### src/rtl/soc_noc_credit_tx_if.sv
// Bundle of per-VC upstream flits, the credited link output and credit returns for soc_noc_credit_tx.
// Handshake: an upstream flit on VC i moves when in_valid[i] & in_ready[i] are both high at a rising clk; the link has no back-pressure, link_valid is a one-cycle strobe.
interface soc_noc_credit_tx_if #(
    parameter int FLIT_WIDTH = 32,
    parameter int CHANNELS   = 2,
    parameter int CREDITS    = 4
);
    localparam int CW = $clog2(CREDITS + 1);

    logic [CHANNELS*FLIT_WIDTH-1:0] in_flit;
    logic [CHANNELS-1:0]            in_last;
    logic [CHANNELS-1:0]            in_valid;
    logic [CHANNELS-1:0]            in_ready;
    logic [FLIT_WIDTH-1:0]          link_flit;
    logic                           link_last;
    logic                           link_valid;
    logic [CHANNELS-1:0]            link_vc;
    logic [CHANNELS-1:0]            credit_return;
    // Observation taps: FSM state (0 idle, 1 locked) and packed per-VC credit counters
    logic                           dbg_state;
    logic [CHANNELS*CW-1:0]         dbg_credit;

    modport master (
        output in_flit, in_last, in_valid, credit_return,
        input  in_ready, link_flit, link_last, link_valid, link_vc, dbg_state, dbg_credit
    );

    modport slave (
        input  in_flit, in_last, in_valid, credit_return,
        output in_ready, link_flit, link_last, link_valid, link_vc, dbg_state, dbg_credit
    );
endinterface

### src/rtl/soc_noc_credit_tx.sv
// Credit-based NoC link transmitter: round-robin VC arbitration with per-packet lock and per-VC credits.
// Optional sticky overflow flag 'err' is built when SOC_NOC_CREDIT_TX_ERR_EN is defined.
module soc_noc_credit_tx #(
    parameter int FLIT_WIDTH = 32,
    parameter int CHANNELS   = 2,
    parameter int CREDITS    = 4
) (
    input logic                clk,
    input logic                rst,
    soc_noc_credit_tx_if.slave bus
`ifdef SOC_NOC_CREDIT_TX_ERR_EN
    ,
    output logic               err
`endif
);
    localparam int CW  = $clog2(CREDITS + 1);
    localparam int IW  = (CHANNELS > 1) ? $clog2(CHANNELS) : 1;
    localparam int IW1 = IW + 1;

    localparam logic [0:0]     ST_IDLE   = 1'b0;
    localparam logic [0:0]     ST_LOCKED = 1'b1;
    localparam logic [CW-1:0]  CRED_MAX  = CW'(CREDITS);
    localparam logic [CW-1:0]  CRED_ONE  = CW'(1);
    localparam logic [IW1-1:0] CH_N      = IW1'(CHANNELS);

    logic [0:0]          state;
    logic [IW-1:0]       rr;
    logic [IW-1:0]       sel;
    logic [CW-1:0]       credit [CHANNELS];
    logic [CHANNELS-1:0] has_credit;
    logic [CHANNELS-1:0] full;
    logic                found;
    logic [IW-1:0]       grant;
    logic [IW1-1:0]      idx_w;
    logic [IW-1:0]       cur;
    logic [CHANNELS-1:0] ready_vec;
    logic [CHANNELS-1:0] xfer_vec;
    logic                xfer;
    logic                xfer_last;
    logic [FLIT_WIDTH-1:0] xfer_flit;
    logic [CHANNELS-1:0] xfer_vc;

    function automatic logic [IW-1:0] wrap_inc(input logic [IW-1:0] v);
        logic [IW1-1:0] t;
        t = {1'b0, v} + IW1'(1);
        if (t >= CH_N) t = '0;
        return t[IW-1:0];
    endfunction

    always_comb begin
        has_credit = '0;
        full       = '0;
        for (int i = 0; i < CHANNELS; i++) begin
            has_credit[i] = (credit[i] != '0);
            full[i]       = (credit[i] == CRED_MAX);
        end
    end

    // First eligible VC at or above rr, wrapping around
    always_comb begin
        found = 1'b0;
        grant = '0;
        idx_w = '0;
        for (int k = 0; k < CHANNELS; k++) begin
            idx_w = {1'b0, rr} + IW1'(k);
            if (idx_w >= CH_N) idx_w = idx_w - CH_N;
            if (!found && bus.in_valid[idx_w[IW-1:0]] && has_credit[idx_w[IW-1:0]]) begin
                found = 1'b1;
                grant = idx_w[IW-1:0];
            end
        end
    end

    always_comb begin
        ready_vec = '0;
        if (state == ST_IDLE) begin
            if (found) ready_vec[grant] = 1'b1;
        end else begin
            ready_vec[sel] = has_credit[sel];
        end
    end

    assign cur          = (state == ST_IDLE) ? grant : sel;
    assign bus.in_ready = rst ? ready_vec : '0;
    assign xfer_vec     = bus.in_valid & bus.in_ready;
    assign xfer         = |xfer_vec;
    assign xfer_last    = bus.in_last[cur];

    always_comb begin
        xfer_flit = '0;
        xfer_vc   = '0;
        for (int i = 0; i < CHANNELS; i++) begin
            if (cur == IW'(i)) begin
                xfer_flit  = bus.in_flit[i*FLIT_WIDTH +: FLIT_WIDTH];
                xfer_vc[i] = 1'b1;
            end
        end
    end

    // A lock is held across credit starvation so packets never interleave
    always_ff @(posedge clk or negedge rst) begin
        if (!rst) begin
            state <= ST_IDLE;
            rr    <= '0;
            sel   <= '0;
        end else if (xfer) begin
            if (state == ST_IDLE) begin
                if (xfer_last) begin
                    rr <= wrap_inc(grant);
                end else begin
                    state <= ST_LOCKED;
                    sel   <= grant;
                end
            end else if (xfer_last) begin
                state <= ST_IDLE;
                rr    <= wrap_inc(sel);
            end
        end
    end

    always_ff @(posedge clk or negedge rst) begin
        if (!rst) begin
            bus.link_valid <= 1'b0;
            bus.link_last  <= 1'b0;
            bus.link_flit  <= '0;
            bus.link_vc    <= '0;
        end else begin
            bus.link_valid <= xfer;
            if (xfer) begin
                bus.link_last <= xfer_last;
                bus.link_flit <= xfer_flit;
                bus.link_vc   <= xfer_vc;
            end
        end
    end

    // Simultaneous spend and return cancel; returns into a full counter saturate
    always_ff @(posedge clk or negedge rst) begin
        if (!rst) begin
            for (int i = 0; i < CHANNELS; i++) credit[i] <= CRED_MAX;
        end else begin
            for (int i = 0; i < CHANNELS; i++) begin
                if (bus.credit_return[i] && !xfer_vec[i]) begin
                    if (!full[i]) credit[i] <= credit[i] + CRED_ONE;
                end else if (!bus.credit_return[i] && xfer_vec[i]) begin
                    credit[i] <= credit[i] - CRED_ONE;
                end
            end
        end
    end

`ifdef SOC_NOC_CREDIT_TX_ERR_EN
    always_ff @(posedge clk or negedge rst) begin
        if (!rst) err <= 1'b0;
        else if (|(bus.credit_return & full)) err <= 1'b1;
    end
`endif

    always_comb begin
        bus.dbg_state  = state[0];
        bus.dbg_credit = '0;
        for (int i = 0; i < CHANNELS; i++) bus.dbg_credit[i*CW +: CW] = credit[i];
    end
endmodule

### src/flat_wrapper.sv
// flat-port wrapper written by rule: the top's interface ports become plain ports
module soc_noc_credit_tx_flat 
#(
    parameter int FLIT_WIDTH = 32,
    parameter int CHANNELS   = 2,
    parameter int CREDITS    = 4
)
  (clk, rst, bus_in_flit, bus_in_last, bus_in_valid, bus_credit_return, bus_in_ready, bus_link_flit, bus_link_last, bus_link_valid, bus_link_vc, bus_dbg_state, bus_dbg_credit);
  soc_noc_credit_tx_if #(.FLIT_WIDTH(FLIT_WIDTH), .CHANNELS(CHANNELS), .CREDITS(CREDITS)) bus_i ();
  input logic clk;
  input logic rst;
  input wire logic [$bits(bus_i.in_flit)-1:0] bus_in_flit;
  input wire logic [$bits(bus_i.in_last)-1:0] bus_in_last;
  input wire logic [$bits(bus_i.in_valid)-1:0] bus_in_valid;
  input wire logic [$bits(bus_i.credit_return)-1:0] bus_credit_return;
  output wire logic [$bits(bus_i.in_ready)-1:0] bus_in_ready;
  output wire logic [$bits(bus_i.link_flit)-1:0] bus_link_flit;
  output wire logic [$bits(bus_i.link_last)-1:0] bus_link_last;
  output wire logic [$bits(bus_i.link_valid)-1:0] bus_link_valid;
  output wire logic [$bits(bus_i.link_vc)-1:0] bus_link_vc;
  output wire logic [$bits(bus_i.dbg_state)-1:0] bus_dbg_state;
  output wire logic [$bits(bus_i.dbg_credit)-1:0] bus_dbg_credit;
  assign bus_i.in_flit = bus_in_flit;
  assign bus_i.in_last = bus_in_last;
  assign bus_i.in_valid = bus_in_valid;
  assign bus_i.credit_return = bus_credit_return;
  assign bus_in_ready = bus_i.in_ready;
  assign bus_link_flit = bus_i.link_flit;
  assign bus_link_last = bus_i.link_last;
  assign bus_link_valid = bus_i.link_valid;
  assign bus_link_vc = bus_i.link_vc;
  assign bus_dbg_state = bus_i.dbg_state;
  assign bus_dbg_credit = bus_i.dbg_credit;
  soc_noc_credit_tx #(.FLIT_WIDTH(FLIT_WIDTH), .CHANNELS(CHANNELS), .CREDITS(CREDITS)) u_core (.clk(clk), .rst(rst), .bus(bus_i));
endmodule
### config.mk
export PLATFORM = sky130hd
export DESIGN_NAME = soc_noc_credit_tx_flat
export DESIGN_NICKNAME = d
export VERILOG_FILES = /design/src/rtl/soc_noc_credit_tx_if.sv /design/src/rtl/soc_noc_credit_tx.sv /design/src/flat_wrapper.sv
export SDC_FILE = /design/constraint.sdc
export NUM_CORES = 1
export LEC_CHECK = 0
export BUFFER_PORTS_ARGS = -buffer_cell sky130_fd_sc_hd__buf_4
export CAP_MARGIN = 25
export CORE_AREA = 2 2 55 108
export CTS_CLUSTER_DIAMETER = 150
export DETAILED_ROUTE_END_ITERATION = 6
export DIE_AREA = 0 0 57 110
export PLACE_DENSITY = 0.77
export SKIP_LAST_GASP = 1
export SYNTH_ARGS = -nofsm -noshare
export SYNTH_HDL_FRONTEND = slang
export SYNTH_SLANG_ARGS = --single-unit
### constraint.sdc
create_clock -name clk -period 3.7 [get_ports clk]
set_input_delay 0 -clock clk [delete_from_list [all_inputs] [get_ports clk]]
set_output_delay 0 -clock clk [all_outputs]
set_load 0.05 [all_outputs]
==> results by stage <==
Power and ir drop:
- Summed over all cells, the static leakage comes to between 0.0015 and 0.002 µW.
- Across the VDD grid, the largest voltage drop is 0.000757 V.
- For this design the ratio of total power to cell area is 937 nW/µm².

Place:
- Input and output buffers added on the ports amount to roughly 120.
- After legalization and detailed placement, the total HPWL measured 4710 µm.
- The setup slack after placement is 1.18 ns.
- The final weighted congestion in routability-driven placement is 0.843.

Floorplan:
- The number of top-level design ports is 117.
- Measured along the y axis, the die boundary spans roughly 110 µm.
- The die footprint is 6270 µm².
- The row count is 38.
- The area inside the core boundary is 5420 µm².
- Once the floorplan was initialized, standard cells occupied 44.3% of the core.
- Measured along the x axis, the die boundary spans about 57 µm.

STA:
- The maximum clock frequency is 340 MHz.
- For the final database, setup skew stands at 0.00605 ns.
- The worst path uses 79.4% of the clock period.
- The slew at the pin closest to its max-slew limit is 0.690 ns.
- The clock period could shrink to 2.94 ns.
- For the final routed database, the setup TNS stands at 0 ns.
- The final count of pins violating max slew came to 0.
- The relative slew slack is a little over half.
- Setup violations remaining at the end of the flow were counted as 0.
- Setup repair after global routing left no endpoint under its margin.
- The setup slack of the critical path after layout is 0.763 ns.
- The hold violation total from the final report is 0.

Global route:
- The number of antenna violations at the first check in global routing is 0.
- The via count of the first global-routing pass came to approximately 2.5k.
- The wire length of the first global-routing pass is roughly 12,000 µm.
- The total overflow left after global routing is 0.
- In the global route stage, overall resource usage came out at 25.2%.
- Entering global routing, the biggest net connects 54 pins.

Clock tree:
- The library cell used as clock root buffer is sky130_fd_sc_hd__clkbuf_8.
- TritonCTS built the clock tree.
- After clock tree synthesis, the clock-pin slew on the worst setup and hold paths is 0.09 ns.
- Once the clock tree was built, the resizer swapped 0 gates to a different size.
- The number of post-CTS setup repair buffers is 0.
- For this design, the sink count on the clock tree is 45.
- The number of hold buffers added after CTS was 61.
- The clock latency at the later pin of the worst-skew pair is 0.31 ns.
- The longest clock path from root to sink contains 2 buffers.
- TritonCTS created 5 clock buffers.
- CTS built an H-tree with a depth of 2.

Critical path:
- In this run the critical register-to-register path is launched from u_core.bus.dbg_credit[4]$_DFFE_PN0P_.
- The source of the critical timing path is rst.
- For the worst setup path, the data required time is 3.95 ns.
- The startpoint class of the critical path is an input port.
- At the worst endpoint, the arrival time is 3.19 ns.
- The worst setup path is of the in2reg kind.
- The destination of the worst register-to-register timing path is u_core.bus.link_flit[31]$_DFFE_PN0P_.
- The capturing element type of the critical path is a flip-flop.
- Of all nets on the critical path, the largest fanout is 53.
- The worst register-to-register path has a setup slack of 0.88 ns.
- In this run the worst setup path terminates at u_core.bus.link_flit[31]$_DFFE_PN0P_.
- Counting cells, the worst reg-to-reg path comes to 6.

Logic synthesis:
- The synthesized netlist devotes 1.67% of its cell area to adder and majority cells.
- After synthesis, the largest family of logic cells by area is compound AO/OA/AOI/OAI gates.
- Summing every instance area after synthesis gives 2400 µm².
- During synthesis, Yosys emitted a total of 0 warnings.
- The proportion of synthesized chip area in sequential cells is 47.0%.
- The mean area per synthesized cell is ~11 µm².
- The share of the synthesized netlist area taken by xor and xnor gates is 0.729%.
- The number of cells produced by synthesis is 210.
- The commonest register cell after synthesis is sky130_fd_sc_hd__dfrtp_1.
- The post-synthesis cell type count is 54.
- The simple-gate area share of the yosys netlist is 16.0%.
- The synthesized design contains 0 enable-type register cells.
- The share of flip-flops with an asynchronous set or reset is 100%.
- The synthesized netlist devotes 27.9% of its cell area to compound gates.
- After synthesis, the share of cell area in mux cells is 1.67%.
- In this run, synthesis produced a sequential element count of 45.
- The number of nets handed over by synthesis was 284.

Route:
- The total number of vias is 2,438.
- The ratio of routed vias to standard cells is 5.50.
- In the routed design, unresolved DRC markers number 0.
- The iteration-0 DRC count of the detailed router is 93.
- In the final routed layout, each cell accounts on average for between 15 and 20 µm.
- The total wirelength of the detailed-routed design is 7710 µm.
- The residual antenna-violating net count after detailed routing is 0.
- For this run, the detailed router's first-pass iteration total came to 4.

Final layout:
- The share of final-layout standard cells stronger than drive strength 1 is between 30% and 40%.
- 0 antenna diodes ended up in the layout.
- The total number of nets in the final design is 456.
- The area overhead of the layout relative to synthesis is 65.9%.

Min path:
- The worst min-delay path class is in2reg.

Run:
- The tool flagged a number of max-cap violations equal to 0.

Outcome:
- The flow ran to the end, and the final reports show no timing, DRC or antenna violations.
## critical path, stage by stage
cell and delay [ns]:
sky130_fd_sc_hd__dlygate4sd3_1 0.53, sky130_fd_sc_hd__buf_4 0.51, sky130_fd_sc_hd__a21bo_2 0.33, sky130_fd_sc_hd__a211oi_4 0.61, sky130_fd_sc_hd__buf_4 0.34, sky130_fd_sc_hd__and2_1 0.17, sky130_fd_sc_hd__a221o_1 0.12, sky130_fd_sc_hd__dlygate4sd3_1 0.55
## stage by stage
step / util (%) / hold WS, ns / total power [µW] / cells / area (µm²)
floorplan: - / -0.296 / 2450 / 210 / 2400
global placement: 60.2 / 0.0579 / 3020 / 374 / 3260
detailed placement: 60.2 / 0.0647 / 3060 / 374 / 3260
CTS: 73.5 / 0.000926 / 3720 / 443 / 3990
global route: 73.5 / 0.000588 / 3920 / 443 / 3990
finish: 73.5 / 0.00271 / 3740 / 443 / 3990
## sequential cells by signal, indices dropped and copies added, names as in the netlist
| register | cells |
|---|---|
| u_core.rr | 1 |
| u_core.bus.link_valid | 1 |
| u_core.bus.link_vc | 2 |
| u_core.bus.dbg_credit | 6 |
| u_core.sel | 1 |
| u_core.bus.dbg_state | 1 |
| u_core.bus.link_last | 1 |
| u_core.bus.link_flit | 32 |
## area by class of cell
type | instances | area, µm²
timing repair buffer | 179 | 1500
fill | 388 | 1430
multi-input combinational | 145 | 1150
sequential | 45 | 1130
tap | 60 | 75.1
clock buffer | 6 | 72.6
clock inverter | 2 | 38.8
inverter | 6 | 22.5
## cell families (layout without fill, tap and decap cells)
logic type / after synthesis / after routing
AND/OR/NAND/NOR: 63 / 63
XOR/XNOR: 2 / 2
flip-flops: 45 / 45
adder cells (fa/ha/maj): 2 / 2
buffers and inverters: 20 / 193
multiplexers: 4 / 4
AO/OA/AOI/OAI: 74 / 74
## synth_stat cells (4+ instances only)
library cell	instances	area, µm²
sky130_fd_sc_hd__a21oi_1	6	30.0
sky130_fd_sc_hd__a221o_1	33	330
sky130_fd_sc_hd__and2_1	32	200
sky130_fd_sc_hd__buf_2	4	20.0
sky130_fd_sc_hd__buf_6	5	56.3
sky130_fd_sc_hd__dfrtp_1	43	1080
sky130_fd_sc_hd__inv_1	5	18.8
sky130_fd_sc_hd__mux2i_1	4	40.0
sky130_fd_sc_hd__nand2_1	6	22.5
sky130_fd_sc_hd__nand2b_1	5	31.3
sky130_fd_sc_hd__nor2_1	7	26.3
## cells in the final DEF, fill, tap and decap left out, drive strengths merged, types with 6 or more instances in the layout
cell / synthesis / layout
dlygate4sd3: 0 / 61
nand2: 7 / 7
inv: 6 / 6
a221o: 33 / 33
and2: 33 / 33
clkbuf: 3 / 6
nor2: 7 / 7
buf: 11 / 118
dfrtp: 43 / 43
a21oi: 6 / 6
## worst min path at each step
stage,cells past startpoint,slack (ns),startpoint,to
after detailed placement,1,0.06,rst,u_core.bus.link_flit[26]$_DFFE_PN0P_
after CTS,3,0.0009,bus_in_flit[22],u_core.bus.link_flit[22]$_DFFE_PN0P_
after floorplan,0,-0.30,rst,u_core.bus.dbg_credit[0]$_DFFE_PN0P_
after global routing,3,0.0006,bus_in_flit[16],u_core.bus.link_flit[16]$_DFFE_PN0P_
final,3,0.003,bus_in_flit[16],u_core.bus.link_flit[16]$_DFFE_PN0P_
after global placement,1,0.06,rst,u_core.bus.link_flit[12]$_DFFE_PN0P_
## report_power, final
group          internal [µW]  leakage (µW)  total (µW)  switching, µW
Sequential               744      0.000534         985            241
Clock                    203     0.0000554         380            178
Combinational            969       0.00127        2370           1400
Total                   1920       0.00186        3740           1820
## routing by layer
metal  global-route usage, %  vias to the layer above  wire length, µm
met5                       0                        -                0
met4                    12.5                        0              206
met3                    5.13                       16              312
met2                    44.8                       70             4400
met1                    28.0                     1204             2790
li1                        -                     1148                -
No activity file was read; power rests on OpenSTA's default activity.
